===== src/rtl/uart_rx_dispatch.sv =====
// uart_rx_dispatch: parses header/length/payload frames from a UART receiver
// and steers payload bytes to one of four consumers over valid/ready.
// Ports:
//   clk, rst_n         clock, synchronous active-low reset
//   rx_data_i/valid_i  received byte and its one-cycle strobe
//   rx_err_i           framing error qualifier for the strobed byte
//   chan_en_i          per-channel enable (disabled frames are discarded)
//   ch_ready_i         per-channel consumer ready
//   ch_data_o          shared payload bus
//   ch_valid_o         one-hot payload valid
//   frame_done_o       pulse after the last byte of a frame is handed off
//   frame_drop_o       pulse when a disabled-channel frame completes
//   frame_chan_o       channel of the latest frame_done/frame_drop
//   err_*_o            single-cycle protocol error pulses
//   busy_o             parser mid-frame or hold register occupied
module uart_rx_dispatch #(
  parameter logic [5:0]  SYNC    = 6'b101010,
  parameter int unsigned MAX_LEN = 16,
  parameter int unsigned TIMEOUT = 10000
) (
  input  logic       clk,
  input  logic       rst_n,
  input  logic [7:0] rx_data_i,
  input  logic       rx_valid_i,
  input  logic       rx_err_i,
  input  logic [3:0] chan_en_i,
  input  logic [3:0] ch_ready_i,
  output logic [7:0] ch_data_o,
  output logic [3:0] ch_valid_o,
  output logic       frame_done_o,
  output logic [1:0] frame_chan_o,
  output logic       frame_drop_o,
  output logic       err_sync_o,
  output logic       err_len_o,
  output logic       err_frame_o,
  output logic       err_overrun_o,
  output logic       err_timeout_o,
  output logic       busy_o
);

  localparam int unsigned TW = $clog2(TIMEOUT + 1);

  typedef enum logic [1:0] {
    ST_IDLE    = 2'd0,
    ST_LEN     = 2'd1,
    ST_PAYLOAD = 2'd2
  } state_e;

  state_e         state_q;
  logic [1:0]     chan_q;
  logic [7:0]     cnt_q;
  logic [TW-1:0]  tmo_q;
  logic [3:0]     ch_valid_q;
  logic [7:0]     ch_data_q;
  logic [1:0]     hold_chan_q;
  logic           hold_last_q;
  logic           frame_done_q;
  logic           frame_drop_q;
  logic [1:0]     frame_chan_q;
  logic           err_sync_q;
  logic           err_len_q;
  logic           err_frame_q;
  logic           err_overrun_q;
  logic           err_timeout_q;

  logic hs;
  logic hdr_ok;
  logic len_ok;
  logic chan_on;
  logic last_byte;
  logic tmo_hit;

  // Handshake: the hold register is full exactly when a ch_valid bit is set,
  // and only the selected channel's ready can match it.
  always_comb begin
    hs        = |(ch_valid_q & ch_ready_i);
    hdr_ok    = (rx_data_i[7:2] == SYNC);
    len_ok    = (rx_data_i != 8'd0) && (32'(rx_data_i) <= MAX_LEN);
    chan_on   = chan_en_i[chan_q];
    last_byte = (cnt_q == 8'd1);
    tmo_hit   = (tmo_q == TW'(TIMEOUT - 1));
  end

  // Parser FSM, hold register and registered pulses.
  always_ff @(posedge clk) begin
    if (!rst_n) begin
      state_q       <= ST_IDLE;
      chan_q        <= 2'd0;
      cnt_q         <= 8'd0;
      tmo_q         <= '0;
      ch_valid_q    <= 4'd0;
      ch_data_q     <= 8'd0;
      hold_chan_q   <= 2'd0;
      hold_last_q   <= 1'b0;
      frame_done_q  <= 1'b0;
      frame_drop_q  <= 1'b0;
      frame_chan_q  <= 2'd0;
      err_sync_q    <= 1'b0;
      err_len_q     <= 1'b0;
      err_frame_q   <= 1'b0;
      err_overrun_q <= 1'b0;
      err_timeout_q <= 1'b0;
    end else begin
      frame_done_q  <= 1'b0;
      frame_drop_q  <= 1'b0;
      err_sync_q    <= 1'b0;
      err_len_q     <= 1'b0;
      err_frame_q   <= 1'b0;
      err_overrun_q <= 1'b0;
      err_timeout_q <= 1'b0;

      // Consumer takes the pending entry; a new load below overrides the clear.
      if (hs) begin
        ch_valid_q  <= 4'd0;
        hold_last_q <= 1'b0;
        if (hold_last_q) begin
          frame_done_q <= 1'b1;
          frame_chan_q <= hold_chan_q;
        end
      end

      // Inter-byte idle counter, only meaningful inside a frame.
      if (state_q == ST_IDLE || rx_valid_i) begin
        tmo_q <= '0;
      end else begin
        tmo_q <= tmo_q + TW'(1);
      end

      case (state_q)
        ST_IDLE: begin
          if (rx_valid_i) begin
            if (rx_err_i) begin
              err_frame_q <= 1'b1;
            end else if (!hdr_ok) begin
              err_sync_q <= 1'b1;
            end else begin
              chan_q  <= rx_data_i[1:0];
              state_q <= ST_LEN;
            end
          end
        end

        ST_LEN: begin
          if (rx_valid_i) begin
            if (rx_err_i) begin
              err_frame_q <= 1'b1;
              state_q     <= ST_IDLE;
            end else if (!len_ok) begin
              err_len_q <= 1'b1;
              state_q   <= ST_IDLE;
            end else begin
              cnt_q   <= rx_data_i;
              state_q <= ST_PAYLOAD;
            end
          end else if (tmo_hit) begin
            err_timeout_q <= 1'b1;
            state_q       <= ST_IDLE;
            tmo_q         <= '0;
          end
        end

        ST_PAYLOAD: begin
          if (rx_valid_i) begin
            if (rx_err_i) begin
              err_frame_q <= 1'b1;
              state_q     <= ST_IDLE;
            end else if (chan_on) begin
              if ((|ch_valid_q) && !hs) begin
                // Overrun aborts the frame; the pending entry stays but can
                // no longer complete a frame.
                err_overrun_q <= 1'b1;
                hold_last_q   <= 1'b0;
                state_q       <= ST_IDLE;
              end else begin
                ch_valid_q  <= 4'b0001 << chan_q;
                ch_data_q   <= rx_data_i;
                hold_chan_q <= chan_q;
                hold_last_q <= last_byte;
                cnt_q       <= cnt_q - 8'd1;
                if (last_byte) begin
                  state_q <= ST_IDLE;
                end
              end
            end else begin
              cnt_q <= cnt_q - 8'd1;
              if (last_byte) begin
                frame_drop_q <= 1'b1;
                frame_chan_q <= chan_q;
                state_q      <= ST_IDLE;
              end
            end
          end else if (tmo_hit) begin
            err_timeout_q <= 1'b1;
            state_q       <= ST_IDLE;
            tmo_q         <= '0;
          end
        end

        default: begin
          state_q <= ST_IDLE;
        end
      endcase
    end
  end

  assign ch_data_o     = ch_data_q;
  assign ch_valid_o    = ch_valid_q;
  assign frame_done_o  = frame_done_q;
  assign frame_drop_o  = frame_drop_q;
  assign frame_chan_o  = frame_chan_q;
  assign err_sync_o    = err_sync_q;
  assign err_len_o     = err_len_q;
  assign err_frame_o   = err_frame_q;
  assign err_overrun_o = err_overrun_q;
  assign err_timeout_o = err_timeout_q;
  assign busy_o        = (state_q != ST_IDLE) || (|ch_valid_q);

endmodule

===== config.mk =====
export PLATFORM = sky130hd
export DESIGN_NAME = uart_rx_dispatch
export DESIGN_NICKNAME = d
export VERILOG_FILES = /design/src/rtl/uart_rx_dispatch.sv
export SDC_FILE = /design/constraint.sdc
export NUM_CORES = 1
export LEC_CHECK = 0
export BUFFER_PORTS_ARGS = -buffer_cell sky130_fd_sc_hd__buf_4
export CORE_UTILIZATION = 55
export CTS_CLUSTER_SIZE = 30
export DETAILED_ROUTE_END_ITERATION = 8
export MAX_ROUTING_LAYER = met4
export PLACE_DENSITY = 0.76
export RECOVER_POWER = 50
export SLEW_MARGIN = 25
export SYNTH_ARGS = -nofsm -noshare
export SYNTH_HDL_FRONTEND = slang
export SYNTH_SLANG_ARGS = --single-unit

===== constraint.sdc =====
create_clock -name clk -period 2.4 [get_ports clk]
set_clock_uncertainty 0.15 [all_clocks]
set_input_delay 0 -clock clk [delete_from_list [all_inputs] [get_ports clk]]
set_output_delay 0 -clock clk [all_outputs]
set_load 0.005 [all_outputs]

After elaboration in Yosys (flattened, before gate mapping)
Index checks and enable logic that the tools add are counted.

storage, ports and cells
  register bits = 50
  input port bits = 20

operators by class
  mux-type cells = 53
  add/subtract/negate cells = 2
  bitwise gates (word level) = 10
  order comparisons = 2
  shifts and indexed selects = 1
  equality and inequality tests = 14
  reductions and logical operators = 24

operators with widths
  operator                 number
  $mux W14                 4
  $mux W8                  7
  $mux W2                  19
  $mux W4                  6
  $ne A2 B2 Y1 const B     8
  $pmux W8 S2              1
  $reduce_or A4 Y1         4
  $add A14 B1 Y14 const B  1
  $eq A14 B14 Y1 const B   1
  $mux W1                  14
  $reduce_or A5 Y1         2
  $not A1 Y1               9
  $eq A8 B1 Y1 const B     1
  $le A8 B5 Y1 const B     1
  $reduce_bool A8 Y1       1
  $sub A8 B1 Y8 const B    1
  $reduce_and A7 Y1        1
  $eq A6 B6 Y1 const B     1
  $pmux W2 S3              1
  $reduce_and A3 Y1        2
  $reduce_or A3 Y1         2
  $reduce_and A5 Y1        1
  $and A4 B4 Y4            1
  $reduce_and A4 Y1        1
  13 further kinds         16

Depth between registers and ports, before layout
Gate-level depths: netlist of run 1.

  depth after elaboration = 9
  gate-level depth with buffers = 9

Worst setup path before layout of run 1
No wires, ideal clock.

  kind = reg2reg
  start point = register tmo_q[0]
  end point = register tmo_q[10]
  arrival = 1.698 ns
  buffers on the path = 1
  clock period less this slack = 1.963 ns
  required time = 2.135 ns
  stages on the path, launching flop included = 8
  setup slack = 0.437 ns
  path through = dfxtp_1 ha_1 and3_1 nand4_1 or4b_1 nand2_1 buf_4 nor2_1

on the way
  cells in the longest elaborated chain, start to end = 5
  elaborated cells between the ends (all ways) = 6
  classes of those cells = add/sub (1); eq/ne (1); mux (4)

RTL lines
  what                    RTL line  source
  start, declared         52        logic [TW-1:0] tmo_q;
  start signal, assigned  126       tmo_q <= tmo_q + TW'(1);
  $add A14 B1 Y14         126
  $mux W14                123       if (state_q == ST_IDLE || rx_valid_i) begin
  $mux W14                155, 192
  $mux W14                163       if (rx_valid_i) begin
  $mux W14 *              n/a

Mark *: on every way between the ends. The rest lies on a longest branch, timed or not.
A chain may end at the register's enable or synchronous reset.

Worst setup path in the final report of run 1
  start point = register tmo_q[0]
  end point = register tmo_q[4]

The elaborated chain is that of the path after synthesis.

==> metrics, run 1 <==
synth top area cells dfxtp_1, nor2_1, mux2i_1, ha_1, nand2_1; core box area about 4100 µm²; Clock Latency Late Sink ~300 ps; Clock Tree Buf Depth 2; Rel. slew slack approximately a third; Post-Syn Nets 307; CTS Buf Count 5; Worst Tran Pin Value 1020 ps; initial antenna violation count 0; DIE AREA roughly 4700 µm²; Max-Cap Viols 0; HP Class in2reg; Hold Vio Cnt, Final 0; worst reg2reg startpoint tmo_q[0]; Die Y roughly 69 µm; crit path setup slack, layout ~160 ps; Lkg Pwr between 1 and 1.5 nW; vias in the first global route between 1500 and 2000; GRT Overall Usage 27.8%; n_diodes 0; Ys Warns 0; synthesized-area fraction occupied by and/or/nand/nor cells between 20% and 30%; routed wire length 5.77 mm; DRT iter0 DRCs 202; initial cell density of the core about three fifths; largest family of logic cells by synthesized area simple AND/OR/NAND/NOR gates; DP Wirelength about 4.1 mm; CTS tree done; TNS Setup 0 ps; Critical Path Source Type register; cell area after layout around 3000 µm²; Finish-stage setup viols 0; Post-synth EDFFs 0; chip width about 69 µm; Critical Path Start tmo_q[0]; Tmin final approximately 2200 ps; top_reg_cell synth dfxtp_1; flops & latches, synth 50; via count between 2000 and 2500; Final GP Congestion roughly 0.90; Worst VDD drop between 0.0003 and 0.0004 V; Post-Synth XOR/XNOR Area 4.28%; maximum fanout along the worst path 13; synth unique cells 54; PwrDens 498 nW/µm²; WS Path Type reg2reg; post-synthesis instance total 280; largest net degree at the start of global routing 23; Placed Area ~2800 µm²; # nets final 362; Top-Level Pins 42; Clock transition at path regs approximately 90 ps; routed vias/inst between 5 and 6; CP endpoint kind register; sequential-to-total area share from yosys stat a little over 40%; fillers between 300 and 400; clk sinks 50; first-pass GRT wire length 9.32 mm; grt ovf 0; Final Slew Violations 0; Data required, critical path 2430 ps; WL/cell ~15 µm; final std cells w/o fill approximately 390; # Post-CTS Setup Buffers 0; Final ANT Viol Nets 0; # resized after CTS 0; fraction of layout cells with a size suffix above 1 approximately 15%; placed cell count 365; H-tree depth 2; post-synth top area cell dfxtp_1; Synth-to-Final Area Change 22.4%; post-synthesis adder-cell area fraction roughly 3.6%; CTS Root Cell clkbuf_8; DRC 0; Port Buffers roughly 40; RSZ-0062 raised after global routing no; Pwr Total around 0.0015 W; Mean Syn Cell Area 8.77 µm²; DR pass1 iterations 5; mux contribution to synthesized area under 10%; fmax 446 MHz; Setup WS pre-CTS 164 ps; synthesized cell area 2460 µm²; post-synthesis compound-gate area fraction roughly 16%; Worst EP arrival between 2000 and 2500 ps; Async S/R FF share, synth 0%; period utilization 93.5%; top-area cell type share of the netlist area about two fifths; Hold Startpoint ch_ready_i[2]; num rows 23; status complete, no violations; CTS hold repair buffers 13
worst paths after layout:
check	end	slack (ps)	cells past startpoint
worst max-delay path	tmo_q[4]	160	6
worst min register to register	tmo_q[0]	300	1
worst max register to register	tmo_q[4]	160	6
worst min-delay path	err_overrun_o	3	4
layout make-up:
type / count / area, µm² / share of cell area (%)
sequential: 50 / 1000 / 33.3
clock inverter: 1 / 30.0 / 0.999
multi-input combinational: 209 / 1360 / 45.1
clock buffer: 7 / 76.3 / 2.54
tap: 50 / 62.6 / 2.08
inverter: 10 / 37.5 / 1.25
timing repair buffer: 59 / 442 / 14.7
placed cells by master (no fill, tap or decap), drive strengths merged, types with 8 or more instances in the layout:
cell,instances
nor2,51
dlygate4sd3,13
o21ai,8
a21oi,13
buf,23
inv,10
mux2i,12
dfxtp,50
nand2,23
clkbuf,30
per-stage QoR:
step / utilization [%] / hold slack [ps]
after detailed placement: 67.6 / 125
after floorplan: - / -31.7
final: 72.5 / 3.10
after global routing: 72.5 / 16.7
after CTS: 73.3 / 7.99
after global placement: 67.6 / 117
layer usage:
metal / global-route usage [%] / vias to the layer above / share of wire (%)
li1: - / 1112 / -
met3: 6.41 / 11 / 5.8
met4: 10.7 / 0 / 1.5
met2: 40.6 / 84 / 46
met5: - / - / 0
met1: 37.2 / 1039 / 47
power by group:
part           internal [W]  switching [W]  leakage [nW]
Clock              0.000312       0.000267        0.0524
Combinational     0.0000446      0.0000432         0.752
Sequential         0.000830    0.000000669         0.403
Total               0.00119       0.000311          1.21
cells by family (layout without fill, tap and decap cells):
kind of cell             after synthesis  after routing
AO/OA/AOI/OAI                         53             53
XOR/XNOR                              12             12
adder cells (fa/ha/maj)                7              7
buffers and inverters                 21             77
flip-flops                            50             50
multiplexers                          15             15
AND/OR/NAND/NOR                      122            122
Yosys cell counts, types with 6 or more instances:
master    instances
a21oi_1          13
nor2_1           51
dfxtp_1          50
xnor2_1           6
clkbuf_1          7
ha_1              7
nor4_1            6
o21ai_0           7
nand3_1           7
mux2i_1          12
inv_1            10
xor2_1            6
nand2_1          23
critical path, stage by stage (launching register included):
cell and delay [ps]:
dfxtp_1 360, ha_1 180, and3_1 250, nand4_1 140
or4b_1 560, nand2_1 380, nor2_1 110
flip-flops by register name (all words and copies together), names as in the netlist, 2 cells and up:
name,cells
hold_chan_q,2
ch_data_o,8
ch_valid_o,4
state_q,2
frame_chan_o,2
chan_q,2
cnt_q,8
tmo_q,14
(Power assumes the default switching activity.)
==> run 2, diff against run 1 <==
--- a/config.mk
+++ b/config.mk
@@ -12,7 +12,7 @@
 export MAX_ROUTING_LAYER = met4
 export PLACE_DENSITY = 0.76
 export RECOVER_POWER = 50
-export SLEW_MARGIN = 25
+export SLEW_MARGIN = 40
 export SYNTH_ARGS = -nofsm -noshare
 export SYNTH_HDL_FRONTEND = slang
 export SYNTH_SLANG_ARGS = --single-unit
==> constraint.sdc (replaced) <==
create_clock -name clk -period 2.5 [get_ports clk]
set_clock_uncertainty 0.15 [all_clocks]
set_input_delay 0 -clock clk [delete_from_list [all_inputs] [get_ports clk]]
set_output_delay 0 -clock clk [all_outputs]
set_load 0.005 [all_outputs]
==> metrics, run 2 (synthesized netlist as in run 1, its figures left out) <==
Worst EP arrival 2400 ps (+130 ps); Clock Tree Buf Depth 2 (unchanged); clock share of power 35.7% (-3.0 points); n_diodes 0 (unchanged); Worst VDD drop 0.000303 V (-7.1%); fmax 432 MHz (-3.1%); num rows 23 (unchanged); H-tree depth 2 (unchanged); Final ANT Viol Nets 0 (unchanged); period utilization 92.6% (-0.89 points); HP Class in2reg; Top-Level Pins 42 (unchanged); switching power 0.000308 W (-0.99%); Port Buffers 41 (unchanged); DR pass1 iterations 4 (-1); Final Slew Violations 0 (unchanged); Int Pwr 0.00106 W (-10%); crit path buf inv count 2 (+2); core box area 4140 µm² (unchanged); Worst Tran Pin Value 938 ps (-80.1 ps); CTS Root Cell clkbuf_8; fraction of layout cells with a size suffix above 1 15.5% (+0.60 points); WL/cell 14.5 µm (-2.8%); most frequent CP cell dlygate4sd3_1; initial antenna violation count 0 (unchanged); Lkg Pwr 1.20 nW (-0.43%); fin util 72.5% (about the same); routed wire length 5.60 mm (-2.8%); CP max-delay cell dlygate4sd3_1; CP endpoint kind register; Clock Latency Late Sink 300 ps (about the same); # resized after CTS 0 (unchanged); via count 2185 (-2.7%); Final GP Congestion 0.937 (+4.7%); Clock transition at path regs 90 ps (about the same); Rel. slew slack 37.4% (+5.3 points); first-pass GRT wire length 8.91 mm (-4.4%); Synth-to-Final Area Change 22.3% (about the same); Finish-stage setup viols 0 (unchanged); max FFs per register 14 (unchanged); Sequential Area 1000 µm² (unchanged); vias in the first global route 1889 (-1.5%); Die Y 68.8 µm (unchanged); most common cell after layout, fill and taps aside nor2_1; largest net degree at the start of global routing 22 (-4.3%); TNS Setup 0 ps (unchanged); DIE AREA 4740 µm² (unchanged); crit-path max cell delay 640 ps (+80 ps); RSZ-0062 raised after global routing no; Seq pwr share 58.2% (+2.7 points); Data required, critical path 2590 ps (+160 ps); final hold slack 73.6 ps (+70.5 ps); area of the multi-input gates 1360 µm² (unchanged); PwrDens 456 nW/µm² (-8.5%); WS Path Type reg2reg; combinational power share 6.0% (about the same); DRC 0 (unchanged); Critical Path Source Type register; maximum fanout along the worst path 7 (-6); Max-Cap Viols 0 (unchanged); clk sinks 50 (unchanged); Sw Share 22.5% (+1.7 points); # nets final 362 (unchanged); status complete, no violations; CTS Buf Count 5 (unchanged); routed vias/inst 5.66 (-2.7%); Hold Vio Cnt, Final 0 (unchanged); GRT Overall Usage 26.5% (-1.3 points); CTS tree done; most frequent cells in the layout nor2_1, dfxtp_1, nand2_1, buf_4, clkbuf_4; DP Wirelength 4.01 mm (-2.6%); grt ovf 0 (unchanged); worst-path cell chain a22oi_1 -> dlygate4sd3_1 -> nand4_4 -> dlygate4sd3_1 -> nor2_1; fillers 336 (-5.1%); chip width 68.8 µm (unchanged); initial cell density of the core 59.3% (unchanged); most flop-heavy register tmo_q; cell family with most CP delay buffers and inverters; Pwr Total 0.00137 W (-8.5%); Tmin final 2310 ps (+71.1 ps); DRT iter0 DRCs 137 (-32%)
[run 2: changes by cell type in the layout (fill, tap and decap cells not counted), sizes merged]
cell / delta
buf: -5
bufinv: -1
clkbuf: +2
clkinv: +1
clkinvlp: +1
dlygate4sd3: +2
[run 2: what timing repair did]
action / CTS / global route
hold endpoints to repair: 25 / 0
hold buffers: 15 / 0
setup buffers: 0 / 0
[run 2: worst reg2reg max path: cells and delay by family, from the launching register on]
family,cells,cell delay (ps)
buf+inv,2,1230
compound gates,1,260
simple gates,2,250
flops,1,370
[run 2: power by group through the flow]
stage | clock (W) | combinational, W | sequential (W)
floorplan | 0 | 0.0000267 | 0.000817
global placement | 0 | 0.0000686 | 0.000817
detailed placement | 0 | 0.0000680 | 0.000817
CTS | 0.000499 | 0.0000845 | 0.000798
global route | 0.000537 | 0.0000895 | 0.000798
finish | 0.000490 | 0.0000828 | 0.000798
[run 2: final cells by class]
| cell class | count | share of cell area, % |
|---|---|---|
| multi-input combinational | 209 | 45.1 |
| clock buffer | 6 | 2.75 |
| clock inverter | 2 | 0.416 |
| sequential | 50 | 33.3 |
| tap | 50 | 2.08 |
| timing repair buffer | 59 | 15.0 |
| inverter | 10 | 1.25 |
[run 2: metrics by stage]
stage          cell area [µm²]  instances  setup slack [ps]
3_3_place_gp              2790        363               359
3_5_place_dp              2790        363               287
5_1_grt                   3000        386              77.5
4_1_cts                   3030        386               201
2_1_floorplan             2460        280               537
6_report                  3000        386               186
[run 2: worst paths after layout]
kind            startpoint            end  slack (ps)  cells after the start
max          ch_valid_o[2]  err_overrun_o         190                      5
min          ch_ready_i[2]   frame_done_o          70                      5
max reg2reg  ch_valid_o[2]  err_overrun_o         190                      5
min reg2reg       tmo_q[0]       tmo_q[0]         310                      1
[run 2: layer usage]
layer	up-vias	GRT usage, %	routed length, µm
met4	0	6.12	84
met2	44	42.5	2630
met5	-	-	0
met1	1018	34.2	2660
met3	10	5.59	227
li1	1113	-	-
==> run 3, diff against run 2 <==
--- a/config.mk
+++ b/config.mk
@@ -5,12 +5,13 @@
 export SDC_FILE = /design/constraint.sdc
 export NUM_CORES = 1
 export LEC_CHECK = 0
+export ABC_AREA = 1
 export BUFFER_PORTS_ARGS = -buffer_cell sky130_fd_sc_hd__buf_4
-export CORE_UTILIZATION = 55
+export CORE_UTILIZATION = 50
 export CTS_CLUSTER_SIZE = 30
 export DETAILED_ROUTE_END_ITERATION = 8
 export MAX_ROUTING_LAYER = met4
-export PLACE_DENSITY = 0.76
+export PLACE_DENSITY = 0.73
 export RECOVER_POWER = 50
 export SLEW_MARGIN = 40
 export SYNTH_ARGS = -nofsm -noshare
==> constraint.sdc (replaced) <==
create_clock -name clk -period 2.1 [get_ports clk]
set_clock_uncertainty 0.15 [all_clocks]
set_input_delay 0.42 -clock clk [delete_from_list [all_inputs] [get_ports clk]]
set_output_delay 0.42 -clock clk [all_outputs]
set_load 0.005 [all_outputs]
==> metrics, run 3 <==
status complete, no violations; fillers 467 (+39%); reg2reg setup slack 180 ps (about the same); Data required, critical path 2180 ps (-410 ps); post-synthesis instance total 356 (+27%); Lkg Pwr 1.26 nW (+5.1%); chip width 72.7 µm (+5.6%); CTS Root Cell clkbuf_8; maximum fanout along the worst path 8 (+1); Hold Startpoint rx_valid_i; DRC 0 (unchanged); switching power 0.000367 W (+19%); routed wire length 5.74 mm (+2.4%); Seq pwr share 57.4% (-0.8 points); Worst Tran Pin Value 515 ps (-424 ps); Sw Share 22.1% (-0.32 points); Clock transition at path regs 90 ps (about the same); num rows 25 (+8.7%); CTS Buf Count 5 (unchanged); initial antenna violation count 0 (unchanged); sequential-to-total area share from yosys stat 40.1% (-0.69 points); top-area cell type share of the netlist area 40.1% (-0.69 points); Pwr Total 0.00166 W (+21%); Rel. slew slack 65.6% (+28 points); Sequential Area 1000 µm² (unchanged); Worst VDD drop 0.000302 V (-0.21%); core box area 4750 µm² (+15%); initial cell density of the core 52.6% (-6.7 points); synth unique cells 35 (-35%); Finish-stage setup viols 0 (unchanged); Final GP Congestion 0.932 (-0.54%); DR pass1 iterations 5 (+1); Ys Warns 0 (unchanged); Synth-to-Final Area Change 19.0%; vias in the first global route 2088 (+11%); period utilization 91.6% (-0.94 points); # resized after CTS 0 (unchanged); Clock Latency Late Sink 300 ps (about the same); Min-Delay Path Depth 2 (-3); Async S/R FF share, synth 0% (unchanged); combinational power share 5.3% (-0.7 points); Mean Syn Cell Area 7.02 µm² (-20%); WL/cell 12.2 µm (-16%); largest net degree at the start of global routing 21 (-4.5%); CTS tree done; HP Class in2reg; cell area after layout 2970 µm² (-1.0%); fin util 62.6% (-9.9 points); Hold Vio Cnt, Final 0 (unchanged); PwrDens 557 nW/µm² (+22%); Int Pwr 0.00129 W (+21%); Critical Path Start state_q[1]; area of the multi-input gates 1280 µm² (-5.5%); max FFs per register 14 (unchanged); Port Buffers 41 (unchanged); Worst Hold End err_timeout_o; # nets final 429 (+19%); Max-Cap Viols 0 (unchanged); flops & latches, synth 50 (unchanged); fraction of layout cells with a size suffix above 1 14.9% (-0.59 points); Critical Path Source Type register; CP endpoint kind register; H-tree depth 2 (unchanged); TNS Setup 0 ps (unchanged); Clock Tree Buf Depth 2 (unchanged); GRT Overall Usage 24.0% (-2.5 points); CTS hold repair buffers 0 (-15); synthesized cell area 2500 µm² (+1.7%); routed vias/inst 5.07 (-10%); Die Y 72.7 µm (+5.6%); Final ANT Viol Nets 0 (unchanged); most frequent cell after synthesis nor2_1; via count 2383 (+9.1%); Final Slew Violations 0 (unchanged); RSZ-0062 raised after global routing no; n_diodes 0 (unchanged); Top-Level Pins 42 (unchanged); worst reg2reg startpoint state_q[1]; reg2reg end cnt_q[3]; synth top area cells dfxtp_1, nor2_1, nand2_1, inv_1, nand3_1; fmax 520 MHz (+20%); most common cell after layout, fill and taps aside nor2_1; clk sinks 50 (unchanged); grt ovf 0 (unchanged); Tmin final 1920 ps (-390 ps); DRT iter0 DRCs 108 (-21%); Worst EP arrival 2000 ps (-400 ps); most frequent cells in the layout nor2_1, nand2_1, dfxtp_1, inv_1, nand3_1; most flop-heavy register tmo_q; first-pass GRT wire length 9.46 mm (+6.2%); Post-synth EDFFs 0 (unchanged); Reg2Reg Depth 8 (+3); WS Path Type reg2reg; Post-Syn Nets 383 (+25%); # Post-CTS Setup Buffers 0 (unchanged); post-synth top area cell dfxtp_1; DP Wirelength 4.32 mm (+7.8%); Placed Area 2880 µm² (+3.3%); top_reg_cell synth dfxtp_1; DIE AREA 5280 µm² (+12%); commonest cells in the netlist nor2_1, nand2_1, dfxtp_1, inv_1, nand3_1; clock share of power 37.4% (+1.7 points)
[run 3: how the worst max path moves through the flow]
stage	to	slack [ps]	cells past startpoint
final	cnt_q[3]	180	8
after global routing	cnt_q[1]	30	8
after CTS	ch_data_o[3]	160	8
after detailed placement	ch_data_o[3]	180	8
after global placement	hold_chan_q[1]	230	8
after floorplan	hold_last_q	430	10
[run 3: worst max-delay path, stage by stage (launching register included)]
cell      delay (ps)
dfxtp_1          440
ha_2             300
nor2_1            80
a211oi_1         290
nand2_1          100
nor2b_1          120
buf_4            160
nand2_1           60
a21oi_1          140
[run 3: power by group through the flow]
stage               combinational [W]  sequential (W)  clock, W
floorplan                   0.0000392        0.000973         0
global placement            0.0000861        0.000973         0
detailed placement          0.0000867        0.000973         0
CTS                         0.0000873        0.000950  0.000639
global route                0.0000963        0.000951  0.000680
finish                      0.0000873        0.000950  0.000619
[run 3: per-layer routing]
metal | routed length [µm] | GRT usage [%] | vias up | share of wire [%]
li1 | - | - | 1239 | -
met1 | 2810 | 31.7 | 1072 | 49
met2 | 2560 | 37.0 | 68 | 45
met3 | 328 | 5.52 | 4 | 5.7
met4 | 38 | 6.54 | 0 | 0.66
met5 | 0 | - | - | 0
[run 3: logic make-up after synthesis]
logic type                 after synthesis  synth area share (%)
buffers and inverters                   53                  8.96
DFF                                     50                  40.1
muxes                                    2                 0.801
AOI/OAI and AO/OA                       51                  11.2
adders and majority gates                7                  3.51
xor gates and xnor gates                11                  3.86
and+or+nand+nor                        182                  31.6
[run 3: cell type report]
class	count	share of cell area, %
Sequential cell	50	33.7
Tap cell	67	2.82
Clock inverter	1	0.294
Timing Repair Buffer	47	11.2
Multi-Input combinational cell	253	43.1
Inverter	45	5.68
Clock buffer	7	3.24
[run 3: metrics by stage]
| step | hold slack, ps | std cells | setup WS (ps) |
|---|---|---|---|
| final | 195 | 470 | 176 |
| after global routing | 187 | 470 | 28.8 |
| after CTS | 185 | 470 | 163 |
| after detailed placement | 284 | 462 | 182 |
| after global placement | 279 | 462 | 233 |
| after floorplan | 263 | 356 | 432 |
